==> config.mk <==
export PLATFORM = sky130hd
export DESIGN_NAME = sobel_stream_acc
export DESIGN_NICKNAME = d
export VERILOG_FILES = /design/src/rtl/sobel_stream_acc.sv
export SDC_FILE = /design/constraint.sdc
export NUM_CORES = 1
export LEC_CHECK = 0
export CAP_MARGIN = 40
export CORE_MARGIN = 2
export CORE_UTILIZATION = 35
export CTS_CLUSTER_SIZE = 16
export DETAILED_ROUTE_END_ITERATION = 10
export GPL_ROUTABILITY_DRIVEN = 0
export PLACE_DENSITY = 0.59
export SLEW_MARGIN = 20
export SYNTH_ARGS = -nofsm -noshare
export SYNTH_HDL_FRONTEND = slang
export SYNTH_SLANG_ARGS = --single-unit
==> constraint.sdc <==
create_clock -name clk -period 14.1 [get_ports clk]
set_input_delay 1.41 -clock clk [delete_from_list [all_inputs] [get_ports clk]]
set_output_delay 1.41 -clock clk [all_outputs]
set_load 0.05 [all_outputs]
==> src/rtl/sobel_stream_acc.sv <==
`default_nettype none
// +------------------------------------------------------------------------+
// | sobel_stream_acc: streaming Sobel edge-magnitude core, PX pixels/beat  |
// | Revision: 1.0                                                          |
// +------------------------------------------------------------------------+
module sobel_stream_acc #(
  parameter int WIDTH  = 352,
  parameter int HEIGHT = 288,
  parameter int PX     = 4,
  parameter int PIX_W  = 8
) (
  input  logic                clk,
  input  logic                rst,
  input  logic                start,
  input  logic [1:0]          mode,
  input  logic [PIX_W-1:0]    thr,
  input  logic                in_valid,
  output logic                in_ready,
  input  logic [PX*PIX_W-1:0] in_a,
  input  logic [PX*PIX_W-1:0] in_b,
  input  logic [PX*PIX_W-1:0] in_c,
  output logic                out_valid,
  input  logic                out_ready,
  output logic [PX*PIX_W-1:0] out_data,
  output logic                busy,
  output logic                finish
);

  localparam int DW   = PX * PIX_W;
  localparam int EW   = (PX + 2) * PIX_W;
  localparam int COLS = WIDTH / PX;
  localparam int CW   = (COLS > 1) ? $clog2(COLS) : 1;
  localparam int RW   = $clog2(HEIGHT);
  localparam logic [CW-1:0]    COL_LAST = CW'(COLS - 1);
  localparam logic [CW-1:0]    COL_ONE  = CW'(1);
  localparam logic [RW-1:0]    ROW_LAST = RW'(HEIGHT - 1);
  localparam logic [PIX_W-1:0] PIX_MAX  = '1;

  typedef enum logic [1:0] {
    IDLE  = 2'd0,
    RUN   = 2'd1,
    DRAIN = 2'd2,
    DONE  = 2'd3
  } state_t;

  state_t state, state_nxt;

  logic [CW-1:0]    col;
  logic [RW-1:0]    row;
  logic [1:0]       mode_q;
  logic [PIX_W-1:0] thr_q;
  logic             last_row;
  logic             drain_sent;

  // Only the rightmost pixel of the previous word is ever a neighbour.
  logic [PIX_W-1:0] prev_a, prev_b, prev_c;
  logic [DW-1:0]    cur_a, cur_b, cur_c;

  logic             accept, take, emit_run, emit_drain, load_out;
  logic             is_first, at_drain;
  logic [DW-1:0]    a_in, c_in, result;
  logic [PIX_W-1:0] la, lb, lc, ra, rb, rc;
  logic [EW-1:0]    ext_a, ext_b, ext_c;

  assign accept     = in_valid && in_ready;
  assign take       = out_valid && out_ready;
  assign a_in       = (row == '0) ? in_b : in_a;
  assign c_in       = (row == ROW_LAST) ? in_b : in_c;
  assign emit_run   = accept && (col != '0);
  assign emit_drain = (state == DRAIN) && !drain_sent && (!out_valid || out_ready);
  assign load_out   = emit_run || emit_drain;

  always_comb begin
    state_nxt = state;
    in_ready  = 1'b0;
    busy      = 1'b0;
    finish    = 1'b0;
    case (state)
      IDLE: begin
        if (start) state_nxt = RUN;
      end
      RUN: begin
        busy     = 1'b1;
        in_ready = !out_valid || out_ready;
        if (in_valid && in_ready && (col == COL_LAST)) state_nxt = DRAIN;
      end
      DRAIN: begin
        busy = 1'b1;
        if (drain_sent && take) state_nxt = last_row ? DONE : RUN;
      end
      DONE: begin
        finish = 1'b1;
        if (!start) state_nxt = IDLE;
      end
      default: state_nxt = IDLE;
    endcase
  end

  always_ff @(posedge clk or posedge rst) begin
    if (rst) begin
      state      <= IDLE;
      col        <= '0;
      row        <= '0;
      mode_q     <= '0;
      thr_q      <= '0;
      last_row   <= 1'b0;
      drain_sent <= 1'b0;
      prev_a     <= '0;
      prev_b     <= '0;
      prev_c     <= '0;
      cur_a      <= '0;
      cur_b      <= '0;
      cur_c      <= '0;
      out_valid  <= 1'b0;
      out_data   <= '0;
    end else begin
      state <= state_nxt;
      if ((state == IDLE) && start) begin
        col    <= '0;
        row    <= '0;
        mode_q <= mode;
        thr_q  <= thr;
      end
      if (accept) begin
        prev_a <= cur_a[PIX_W-1:0];
        prev_b <= cur_b[PIX_W-1:0];
        prev_c <= cur_c[PIX_W-1:0];
        cur_a  <= a_in;
        cur_b  <= in_b;
        cur_c  <= c_in;
        if (col == COL_LAST) begin
          col        <= '0;
          last_row   <= (row == ROW_LAST);
          row        <= (row == ROW_LAST) ? '0 : row + 1'b1;
          drain_sent <= 1'b0;
        end else begin
          col <= col + 1'b1;
        end
      end
      if (emit_drain) drain_sent <= 1'b1;
      // A new result may replace a word taken in the same cycle: no bubble.
      if (load_out) begin
        out_valid <= 1'b1;
        out_data  <= result;
      end else if (take) begin
        out_valid <= 1'b0;
      end
    end
  end

  // Neighbour pixels: replicate at the row ends, otherwise borrow from P / incoming word.
  assign is_first = (state == RUN) && (col == COL_ONE);
  assign at_drain = (state == DRAIN);
  assign la = is_first ? cur_a[DW-1 -: PIX_W] : prev_a;
  assign lb = is_first ? cur_b[DW-1 -: PIX_W] : prev_b;
  assign lc = is_first ? cur_c[DW-1 -: PIX_W] : prev_c;
  assign ra = at_drain ? cur_a[PIX_W-1:0] : a_in[DW-1 -: PIX_W];
  assign rb = at_drain ? cur_b[PIX_W-1:0] : in_b[DW-1 -: PIX_W];
  assign rc = at_drain ? cur_c[PIX_W-1:0] : c_in[DW-1 -: PIX_W];
  assign ext_a = {la, cur_a, ra};
  assign ext_b = {lb, cur_b, rb};
  assign ext_c = {lc, cur_c, rc};

  function automatic logic [PIX_W-1:0] sat(input logic [PIX_W+2:0] v);
    return (v > {3'b000, PIX_MAX}) ? PIX_MAX : v[PIX_W-1:0];
  endfunction

  generate
    for (genvar i = 0; i < PX; i++) begin : g_pix
      localparam int HI = EW - 1 - i * PIX_W;
      logic [PIX_W-1:0] a0, a1, a2, b0, b2, c0, c1, c2, px;
      logic [PIX_W+1:0] sl, sr, ta, tc, gx, gy;
      logic [PIX_W+2:0] mag;

      assign a0 = ext_a[HI -: PIX_W];
      assign a1 = ext_a[HI - PIX_W -: PIX_W];
      assign a2 = ext_a[HI - 2 * PIX_W -: PIX_W];
      assign b0 = ext_b[HI -: PIX_W];
      assign b2 = ext_b[HI - 2 * PIX_W -: PIX_W];
      assign c0 = ext_c[HI -: PIX_W];
      assign c1 = ext_c[HI - PIX_W -: PIX_W];
      assign c2 = ext_c[HI - 2 * PIX_W -: PIX_W];

      assign sl  = {2'b00, a0} + {1'b0, b0, 1'b0} + {2'b00, c0};
      assign sr  = {2'b00, a2} + {1'b0, b2, 1'b0} + {2'b00, c2};
      assign ta  = {2'b00, a0} + {1'b0, a1, 1'b0} + {2'b00, a2};
      assign tc  = {2'b00, c0} + {1'b0, c1, 1'b0} + {2'b00, c2};
      assign gx  = (sr >= sl) ? (sr - sl) : (sl - sr);
      assign gy  = (ta >= tc) ? (ta - tc) : (tc - ta);
      assign mag = {1'b0, gx} + {1'b0, gy};

      always_comb begin
        case (mode_q)
          2'b00:   px = sat(mag);
          2'b01:   px = sat({1'b0, gx});
          2'b10:   px = sat({1'b0, gy});
          default: px = (mag >= {3'b000, thr_q}) ? PIX_MAX : '0;
        endcase
      end

      assign result[DW - 1 - i * PIX_W -: PIX_W] = px;
    end
  endgenerate

endmodule
`default_nettype wire

==> flow_summary.json <==
{
  "drtIter0Drc": 1788,
  "dr.pass1.iters": 5,
  "cts_setup_buffers": 0,
  "drive_gt1_share_pct": 4.27,
  "crit_path_top_delay_cell": "mux2i_1",
  "cts_buffers": 17,
  "synth_edf_count": 0,
  "grt_max_degree": 79,
  "antenna_found_initial": 0,
  "clock_skew_ns": 0.0175,
  "synth.distinct_cells": 90,
  "synth_area_leader_cell": "dfrtp_1",
  "via_per_inst": 5.43,
  "rsz0062_at_grt": "no",
  "crit_type": "reg2reg",
  "io_buffers": 146,
  "critPathArrivalTime_ns": 9.68,
  "hold_path_class": "reg2reg",
  "dieHeight_microns": 271,
  "end_kind": "flop",
  "cpMostUsedCell": "a21oi_1",
  "clk_pin_slew_ns": 0.08,
  "cts_sinks": 183,
  "cts_tree": "done",
  "required_ns": 14.50,
  "route.detailed.drc": 0,
  "die_width_microns": 271,
  "setup_viol": 0,
  "final.setup.tns_ns": 0,
  "cts-htree-levels": 4,
  "avgSynthCellArea_sq_um": 8.49,
  "cts_resized": 0,
  "cts_hold_buf": 0,
  "wl_microns": 82700,
  "synthToLayoutAreaGrowth_pct": 12.2,
  "ys_ff_latch": 183,
  "yosysSeqAreaShare_pct": 18.3,
  "outcome": "complete, no violations",
  "drv_slew": 0,
  "ios": 147,
  "clockBufferDepth": 2,
  "wire_per_inst_microns": 20.7,
  "yosys_warnings": 0,
  "clk_latency_ns": 0.51,
  "async_reset_ff_share_pct": 100,
  "track_usage_pct": 22.3,
  "fin_crit_sh_pct": 65.8,
  "period_needed_ns": 9.28,
  "num_rows": 98,
  "slowest_delay_ns": 0.58,
  "root_buffer": "clkbuf_16",
  "die_area_sq_um": 73600,
  "antenna_cells": 0,
  "core_area_sq_um": 71100,
  "synth.area.top_cells": "dfrtp_1, ha_1, fa_1, mux2i_1, a21oi_1",
  "grt-ovfl-total": 0,
  "synth_nets": 3547,
  "finalNetCount": 3631,
  "slew_headroom_pct": 44.8,
  "syn_area_sq_um": 25000,
  "worstPathMaxFanout": 24,
  "vias": 21700,
  "yosysTopAreaCellShare_pct": 18.3,
  "final_cell_mix": "ha_1, inv_1, nand2_1",
  "r2r_slack_ns": 4.82,
  "layout_commonest_cell": "ha_1",
  "ant_nets": 0,
  "grt_pass1_vias": 21000,
  "grt_pass1_wl_microns": 127000,
  "initial_core_util_pct": 35.2,
  "tightest_slew_ns": 0.825,
  "dpl.hpwl_microns": 68800,
  "max_cap_violations": 0,
  "ys.flop_type": "dfrtp_1",
  "hold_viol_final": 0,
  "synthCells": 2945,
  "start_kind": "flop",
  "nFillCells": 7324,
  "fmax_mhz": 108
}
## per-layer routing
metal	global-route usage, %	vias up	routed length (microns)
met3	3.56	102	5460
met5	0	-	0
met4	6.04	0	1810
li1	-	10400	-
met2	34.7	742	36300
met1	32.0	10400	39100
## final cells by class
| class | count | area, sq um | share of cell area, % |
|---|---|---|---|
| Clock buffer | 19 | 453 | 1.61 |
| Clock inverter | 13 | 129 | 0.459 |
| Inverter | 345 | 1300 | 4.64 |
| Multi-Input combinational cell | 2317 | 18700 | 66.7 |
| Sequential cell | 183 | 4580 | 16.3 |
| Tap cell | 950 | 1190 | 4.24 |
| Timing Repair Buffer | 165 | 1680 | 6.00 |
## registers in the layout, summed over array words and instances, names as in the netlist
| register | cells |
|---|---|
| mode_q | 2 |
| cur_a | 32 |
| cur_c | 32 |
| last_row | 1 |
| prev_c | 8 |
| drain_sent | 1 |
| row | 9 |
| prev_a | 8 |
| out_data | 32 |
| thr_q | 8 |
| state | 2 |
| prev_b | 8 |
| cur_b | 32 |
| out_valid | 1 |
| col | 7 |
## critical path: cells and delay by family, from the launching register on
kind / cells / cell delay [ns]
fa+ha+maj: 6 / 2.11
xor+xnor: 2 / 0.39
compound gates: 17 / 3.72
mux: 2 / 0.90
simple gates: 4 / 0.88
buf+inv: 5 / 0.70
flops: 1 / 0.45
## Yosys cell counts, types with 12 or more instances
master and number:
ha_1 361, inv_1 344, nand2_1 285, a21oi_1 263, nor2_1 188, dfrtp_1 183, mux2i_1 135, fa_1 130
xnor2_1 120, o21ai_0 117, a21o_1 91, clkbuf_1 75, o21bai_1 65, nand3_1 48, xor2_1 46, mux2_2 40
nor3_1 40, a211oi_1 28, nand2b_1 25, nor2b_1 25, and3_1 19, a31oi_1 18, o21a_1 18, nor4_1 15
nand4_1 14, o211ai_1 14, o31ai_1 13, a211o_1 12
## per-stage QoR
step / hold WS [ns] / cells / worst slack [ns] / cell area [sq um] / utilization, %
final: 0.477 / 3992 / 4.82 / 28100 / 39.4
after floorplan: 0.442 / 2945 / 5.49 / 25000 / -
after detailed placement: 0.462 / 3957 / 4.83 / 27400 / 38.5
after global placement: 0.458 / 3955 / 4.99 / 27400 / 38.5
after global routing: 0.499 / 3992 / 3.93 / 28100 / 39.4
after CTS: 0.480 / 3989 / 4.90 / 28000 / 39.3
## kinds of logic after synthesis
kind of cell | synth area share [%]
compound gates | 20.5
fa+ha+maj | 28.5
buf+inv | 6.89
simple gates | 12.8
mux | 7.21
flops | 18.3
xor+xnor | 5.81
## final timing paths
| kind | from | end | depth (start not counted) |
|---|---|---|---|
| worst max-delay path | col[3] | out_data[31] | 36 |
| max in group asynchronous | rst | cur_a[9] | 4 |
| worst min register to register | prev_c[5] | prev_c[5] | 2 |
| worst min-delay path | prev_c[5] | prev_c[5] | 2 |
| worst max register to register | col[3] | out_data[31] | 36 |
| min in group asynchronous | rst | row[3] | 2 |
Power is not shown: default switching activity piles up to over one toggle a cycle in this logic, so the estimate is an artifact.
